$ cat config.mk
export PLATFORM = sky130hd
export DESIGN_NAME = reg_bank_scoreboard
export DESIGN_NICKNAME = d
export VERILOG_FILES = /design/src/rtl/reg_bank_scoreboard.sv
export SDC_FILE = /design/constraint.sdc
export NUM_CORES = 1
export LEC_CHECK = 0
export ABC_AREA = 1
export BUFFER_PORTS_ARGS = -buffer_cell sky130_fd_sc_hd__buf_2
export CAP_MARGIN = 15
export CORE_ASPECT_RATIO = 1.2
export CORE_MARGIN = 5
export CORE_UTILIZATION = 31
export DETAILED_ROUTE_END_ITERATION = 16
export GPL_TIMING_DRIVEN = 1
export SYNTH_ARGS = -nofsm -noshare
export SYNTH_HDL_FRONTEND = slang
export SYNTH_SLANG_ARGS = --single-unit
$ cat constraint.sdc
create_clock -name CLK -period 1.59 [get_ports CLK]
set_clock_uncertainty 0.15 [all_clocks]
set_input_delay 0.3975 -clock CLK [delete_from_list [all_inputs] [get_ports CLK]]
set_output_delay 0.3975 -clock CLK [all_outputs]
set_load 0.02 [all_outputs]
$ cat src/rtl/reg_bank_scoreboard.sv
// Register bank with decoded destination load, two combinational read ports,
// optional write-to-read bypass and a per-register busy scoreboard.
module reg_bank_scoreboard #(
    parameter int DATA_WIDTH = 8,
    parameter int NUM_REGS   = 4,
    parameter int SEL_WIDTH  = $clog2(NUM_REGS),
    parameter int BYPASS     = 1
) (
    input  logic                  CLK,
    input  logic                  RST_N,
    input  logic [SEL_WIDTH-1:0]  DST_SELECTION,
    input  logic                  LOAD_DST,
    input  logic [DATA_WIDTH-1:0] DST_DATA,
    input  logic                  RESERVE,
    input  logic [SEL_WIDTH-1:0]  RESERVE_SEL,
    input  logic [SEL_WIDTH-1:0]  SRC_A_SELECTION,
    input  logic [SEL_WIDTH-1:0]  SRC_B_SELECTION,
    output logic [DATA_WIDTH-1:0] SRC_A_DATA,
    output logic [DATA_WIDTH-1:0] SRC_B_DATA,
    output logic                  SRC_A_BUSY,
    output logic                  SRC_B_BUSY,
    output logic                  RESERVE_STALL,
    output logic [NUM_REGS-1:0]   LOAD_STROBES,
    output logic [NUM_REGS-1:0]   BUSY_MASK
);

    logic [DATA_WIDTH-1:0] regs_q [NUM_REGS];
    logic [DATA_WIDTH-1:0] regs_d [NUM_REGS];
    logic [NUM_REGS-1:0]   busy_q;
    logic [NUM_REGS-1:0]   busy_d;

    // Returns {busy, data}; out-of-range indices match no register and read as zero.
    function automatic logic [DATA_WIDTH:0] read_port(input logic [SEL_WIDTH-1:0] sel);
        logic [DATA_WIDTH:0] r;
        r = '0;
        for (int i = 0; i < NUM_REGS; i++) begin
            if (int'(sel) == i) r = {busy_q[i], regs_q[i]};
        end
        if (BYPASS != 0 && LOAD_DST && sel == DST_SELECTION && int'(DST_SELECTION) < NUM_REGS)
            r = {1'b0, DST_DATA};
        return r;
    endfunction

    always_comb begin
        LOAD_STROBES = '0;
        for (int i = 0; i < NUM_REGS; i++) begin
            LOAD_STROBES[i] = LOAD_DST && (int'(DST_SELECTION) == i);
        end
    end

    always_comb begin
        RESERVE_STALL = 1'b0;
        for (int i = 0; i < NUM_REGS; i++) begin
            if (int'(RESERVE_SEL) == i) RESERVE_STALL = RESERVE && busy_q[i];
        end
    end

    // Write clears busy first so an accepted reservation on the same edge wins.
    always_comb begin
        busy_d = busy_q;
        for (int i = 0; i < NUM_REGS; i++) begin
            regs_d[i] = regs_q[i];
            if (LOAD_STROBES[i]) begin
                regs_d[i] = DST_DATA;
                busy_d[i] = 1'b0;
            end
            if (RESERVE && int'(RESERVE_SEL) == i && !busy_q[i]) busy_d[i] = 1'b1;
        end
    end

    always_comb begin
        {SRC_A_BUSY, SRC_A_DATA} = read_port(SRC_A_SELECTION);
        {SRC_B_BUSY, SRC_B_DATA} = read_port(SRC_B_SELECTION);
    end

    assign BUSY_MASK = busy_q;

    always_ff @(posedge CLK or negedge RST_N) begin
        if (!RST_N) begin
            busy_q <= '0;
            for (int i = 0; i < NUM_REGS; i++) regs_q[i] <= '0;
        end else begin
            busy_q <= busy_d;
            for (int i = 0; i < NUM_REGS; i++) regs_q[i] <= regs_d[i];
        end
    end

endmodule
Word level (Yosys, flattened, before mapping)
Cells that the tools add are included.
Widths: inputs -> output; s select.
- bits in registers: 36
- bits in writable memories: 0
- logic and storage cells: 74
- memories kept: 0
- latch bits: 0
- memory bits (read-only): 0
- output and inout port bits: 27
- bitwise operators: 0
- muxes and demuxes: 22
- equal/unequal tests: 14
- shifts and indexed selects: 0
- reductions and logical operators: 30
- multipliers: 0
- $lt $le $gt $ge: 0
- add/sub/neg operators: 0
- divide/modulo/power cells: 0
- operator list (cell ; count):
    $mux 9 ; 10
    $logic_and 1x1->1 ; 18
    $eq 2x2->1 const B ; 8
    $mux 1 ; 12
    $eq 2x1->1 const B ; 4
    $logic_not 2->1 ; 4
    $reduce_bool 2->1 ; 4
    $eq 2x2->1 ; 2
    $logic_not 1->1 ; 4

Depth between registers and ports, before layout
- depth after elaboration: 6
- depth in mapped cells: 7
- gate-level depth less buffers: 7

Least setup slack after synthesis
Ideal clock, no wire load.
- kind: input -> output
- start: input SRC_A_SELECTION[0]
- end: output SRC_A_BUSY
- setup slack: -0.169 ns
- path buffers: 2
- required time: 1.042 ns
- stages on the path: 5
- arrival: 1.211 ns
- path through: buf_2 buf_4 o21ai_0 nand3_1 a21oi_1
- longest elaborated chain between the ends: 6
- elaborated cells on any way between the ends: 11
- ends and longest elaborated chain (element ; line ; RTL):
    from (decl) ; 16 ; input logic [SEL_WIDTH-1:0] SRC_A_SELECTION,
    $logic_not 2->1 ; 37 ; if (int'(sel) == i) r = {busy_q[i], regs_q[i]};
    $mux 9 (4 in a row) ; 37 ;
    $mux 9 (*) ; 39 ; if (BYPASS != 0 && LOAD_DST && sel == DST_SELECTION && int'(DST_SELECTION) < NUM_REGS)
    to (decl) ; 20 ; output logic SRC_A_BUSY,
Mark *: on every way between the ends. The rest lies on a longest branch, timed or not.

Worst setup path in the final report
- start: input DST_SELECTION[1]
- end: output SRC_B_DATA[2]
- longest elaborated chain between the ends: 3
- ends and longest elaborated chain (element ; line ; RTL):
    from (decl) ; 11 ; input logic [SEL_WIDTH-1:0] DST_SELECTION,
    $eq 2x2->1 ; 39 ;
    $logic_and 1x1->1 ; 39 ;
    $mux 9 ; 39 ;
    to (decl) ; 19 ; output logic [DATA_WIDTH-1:0] SRC_B_DATA,
Every way passes these cells.

==> metrics.cfg <==
[run_status]
status = finished with violations
violations = negative setup slack

[layout]
final_area_sq_mm = 0.00353
multi_input_area_sq_mm = 0.00147
num-nets-final = 425
fillers = 696
layout.cells.non_filler = 496
final-seq-area_sq_um = 901
area_growth_syn_to_layout_pct = 58.2
num_antenna_cells = 0
drive_gt1_share_pct = 43.8

[floorplan]
dieArea_sq_mm = 0.00901
fp-row-count = 34
start_util_pct = 31.3
io_pins = 47
die_w_microns = 87.5
core_area_sq_mm = 0.00715
dieHeight_microns = 103

[drt]
drc_errors = 0
totalWireLength_microns = 7970
routed_via_density = 5.28
antenna_left = 0
drtPass1Iterations = 5
vias = 2621
drt_iter0_markers = 235
wl_per_cell_microns = 16.1

[synthesis]
yosysTopAreaCell = dfrtp_1
ys_types = 18
synth_common_cells = 115 x nand2_1, 55 x nand3_1, 36 x dfrtp_1, 36 x o21ai_0, 18 x inv_1
synth-seq-cells = 36
ys_seq_area_share_pct = 40.3
synthFlopType = dfrtp_1
synth_top_area_share_pct = 40.3
synth-async-reset-ratio_pct = 100
synth_edf_count = 0
yosysMostFrequentCell = nand2_1
syn-num-nets = 341
synthCells = 321
syn_avg_cell_area_sq_um = 6.96
syn-cell-area_sq_mm = 0.00223
ys_top_cells_by_area = dfrtp_1 40%, nand2_1 19%, nand3_1 12%
yosysWarningCount = 0

[clocking]
cts_tree = yes
cts_max_path_buffers = 2
cts_buffers = 5
cts-root-buf = clkbuf_8
cts.clk_slew.worst_paths_ns = 0.07
cts_sinks = 36
clk_latency_ns = 0.29
htree_num_levels = 2

[place]
place_ws_ns = -0.360
portBuffers = 46
gp_congestion = 0.837
dp_cells = 477
hpwl_microns = 5210
place_area_sq_mm = 0.00285

[worst_hold_path]
holdCritPathClass = input pin to register
holdCritStartpoint = RESERVE_SEL[1]
holdPathEnd = BUSY_MASK[3]$_DFFE_PN0P_
hold_depth = 3

[worst_setup_path]
timing.critical_path.buf_inv = 4
reg2reg_depth = 5
required_ns = 1.04
critPathKind = input pin to output pin
cp_common_cell = nand2_4
crit_path_max_incr_delay_ns = 0.17
cp.arrival_ns = 1.26
cp-start-kind = input pin
rr_startpoint = BUSY_MASK[1]$_DFFE_PN0P_
r2r_end = BUSY_MASK[1]$_DFFE_PN0P_
critPathCaptureType = output pin
regToRegSetupSlack_ns = 0.51
critPathTopFamily = buffers and inverters
slowest_stage = nor2_4
crit_chain = buf_6, inv_4, nand2_4, nand2_4, nor2_4, buf_12, nand2_4, nand2_2, buf_6
critical_path.max_fanout = 6

[timing]
setup_tns_ns = -3.89
maxSlewViolCount = 0
timing.final.ws_setup_ns = -0.221
max_freq_mhz = 552
hold_viol = 0
setup_violations = 20
slew_headroom_pct = 85.8
period_needed_ns = 1.81
fin_crit_sh_pct = 114
rsz0062_at_grt = true
tightest_slew_ns = 0.212

[power]
ir_drop_uv = 443
p_leak_nw = 1.73
p_per_area_mw_per_mm2 = 896

[global_route]
overflow = 0
grt_max_degree = 37
antenna_found_initial = 0
grt_pass1_vias = 2558
grt_usage_pct = 18.2
grt_pass1_wl_microns = 12400

[flow_run]
cap_violations = 0

## report_power, final
group | internal [mW] | leakage (nW) | switching, mW
clock network | 0.353 | 0.0455 | 0.324
registers | 1.07 | 0.448 | 0.127
logic | 0.586 | 1.23 | 0.703
## kinds of logic after synthesis
| kind of cell | after synthesis | share of synthesized area (%) |
|---|---|---|
| and+or+nand+nor | 206 | 42.7 |
| buffers and inverters | 37 | 7.40 |
| AOI/OAI and AO/OA | 42 | 9.52 |
| DFF | 36 | 40.3 |
## what timing repair did
action	in CTS	in global routing
resized for setup	121	31
pin swaps	38	21
hold buffers	1	0
buffers inserted	5	4
cloned	1	0
endpoints found under the hold margin	36	0
endpoints found under the setup margin	20	22
## through the flow
step           total power [mW]  hold slack (ns)  util [%]
6_report                   3.17            0.282      49.4
5_1_grt                    3.35            0.284      49.4
4_1_cts                    3.10            0.272      47.4
3_5_place_dp               2.16            0.224      39.8
3_3_place_gp               2.15            0.222      39.8
2_1_floorplan              1.79          -0.0481         -
## state kept, by name (all words and copies together), names as in the netlist
signal	flops
BUSY_MASK	4
regs_q	32
## worst max path at each step
stage,end,cells after the start,start,slack (ns)
floorplan,SRC_A_BUSY,5,SRC_A_SELECTION[0],-0.02
global placement,SRC_A_DATA[6],8,SRC_A_SELECTION[0],-0.36
detailed placement,SRC_B_DATA[3],9,SRC_B_SELECTION[0],-0.36
CTS,SRC_A_DATA[0],9,SRC_A_SELECTION[0],-0.22
global route,RESERVE_STALL,5,BUSY_MASK[1]$_DFFE_PN0P_,-0.28
finish,SRC_B_DATA[2],9,DST_SELECTION[1],-0.22
## worst register-to-register path: stages (launching register included)
cell     delay (ns)
dfrtp_1        0.36
inv_2          0.07
buf_4          0.13
buf_4          0.12
nand2_1        0.05
o21ai_0        0.08
## layout make-up
cell class | instances | share of cell area (%)
tap | 90 | 3.19
multi-input combinational | 249 | 41.7
clock buffer | 8 | 2.55
sequential | 36 | 25.5
inverter | 24 | 3.12
timing repair buffer | 89 | 23.9
## per-layer routing
layer	vias up	GRT usage [%]	part of all wire, %
met5	-	0	0
met4	0	13.0	4.7
met3	29	3.44	8.1
met2	124	29.4	49
met1	1222	21.6	38
li1	1246	-	-
## layout by cell type, fill, tap and decap left out, types with 4 or more instances in the layout
cell,count
nand2_1,64
nand3_1,53
nand2_2,41
dfrtp_1,36
o21ai_0,34
buf_6,34
buf_4,29
buf_2,17
nand4_1,16
inv_1,15
nand2_4,12
nor2_4,7
nand3_2,6
clkbuf_8,6
buf_12,6
inv_2,5
nor2_1,4
(Power assumes the default switching activity.)
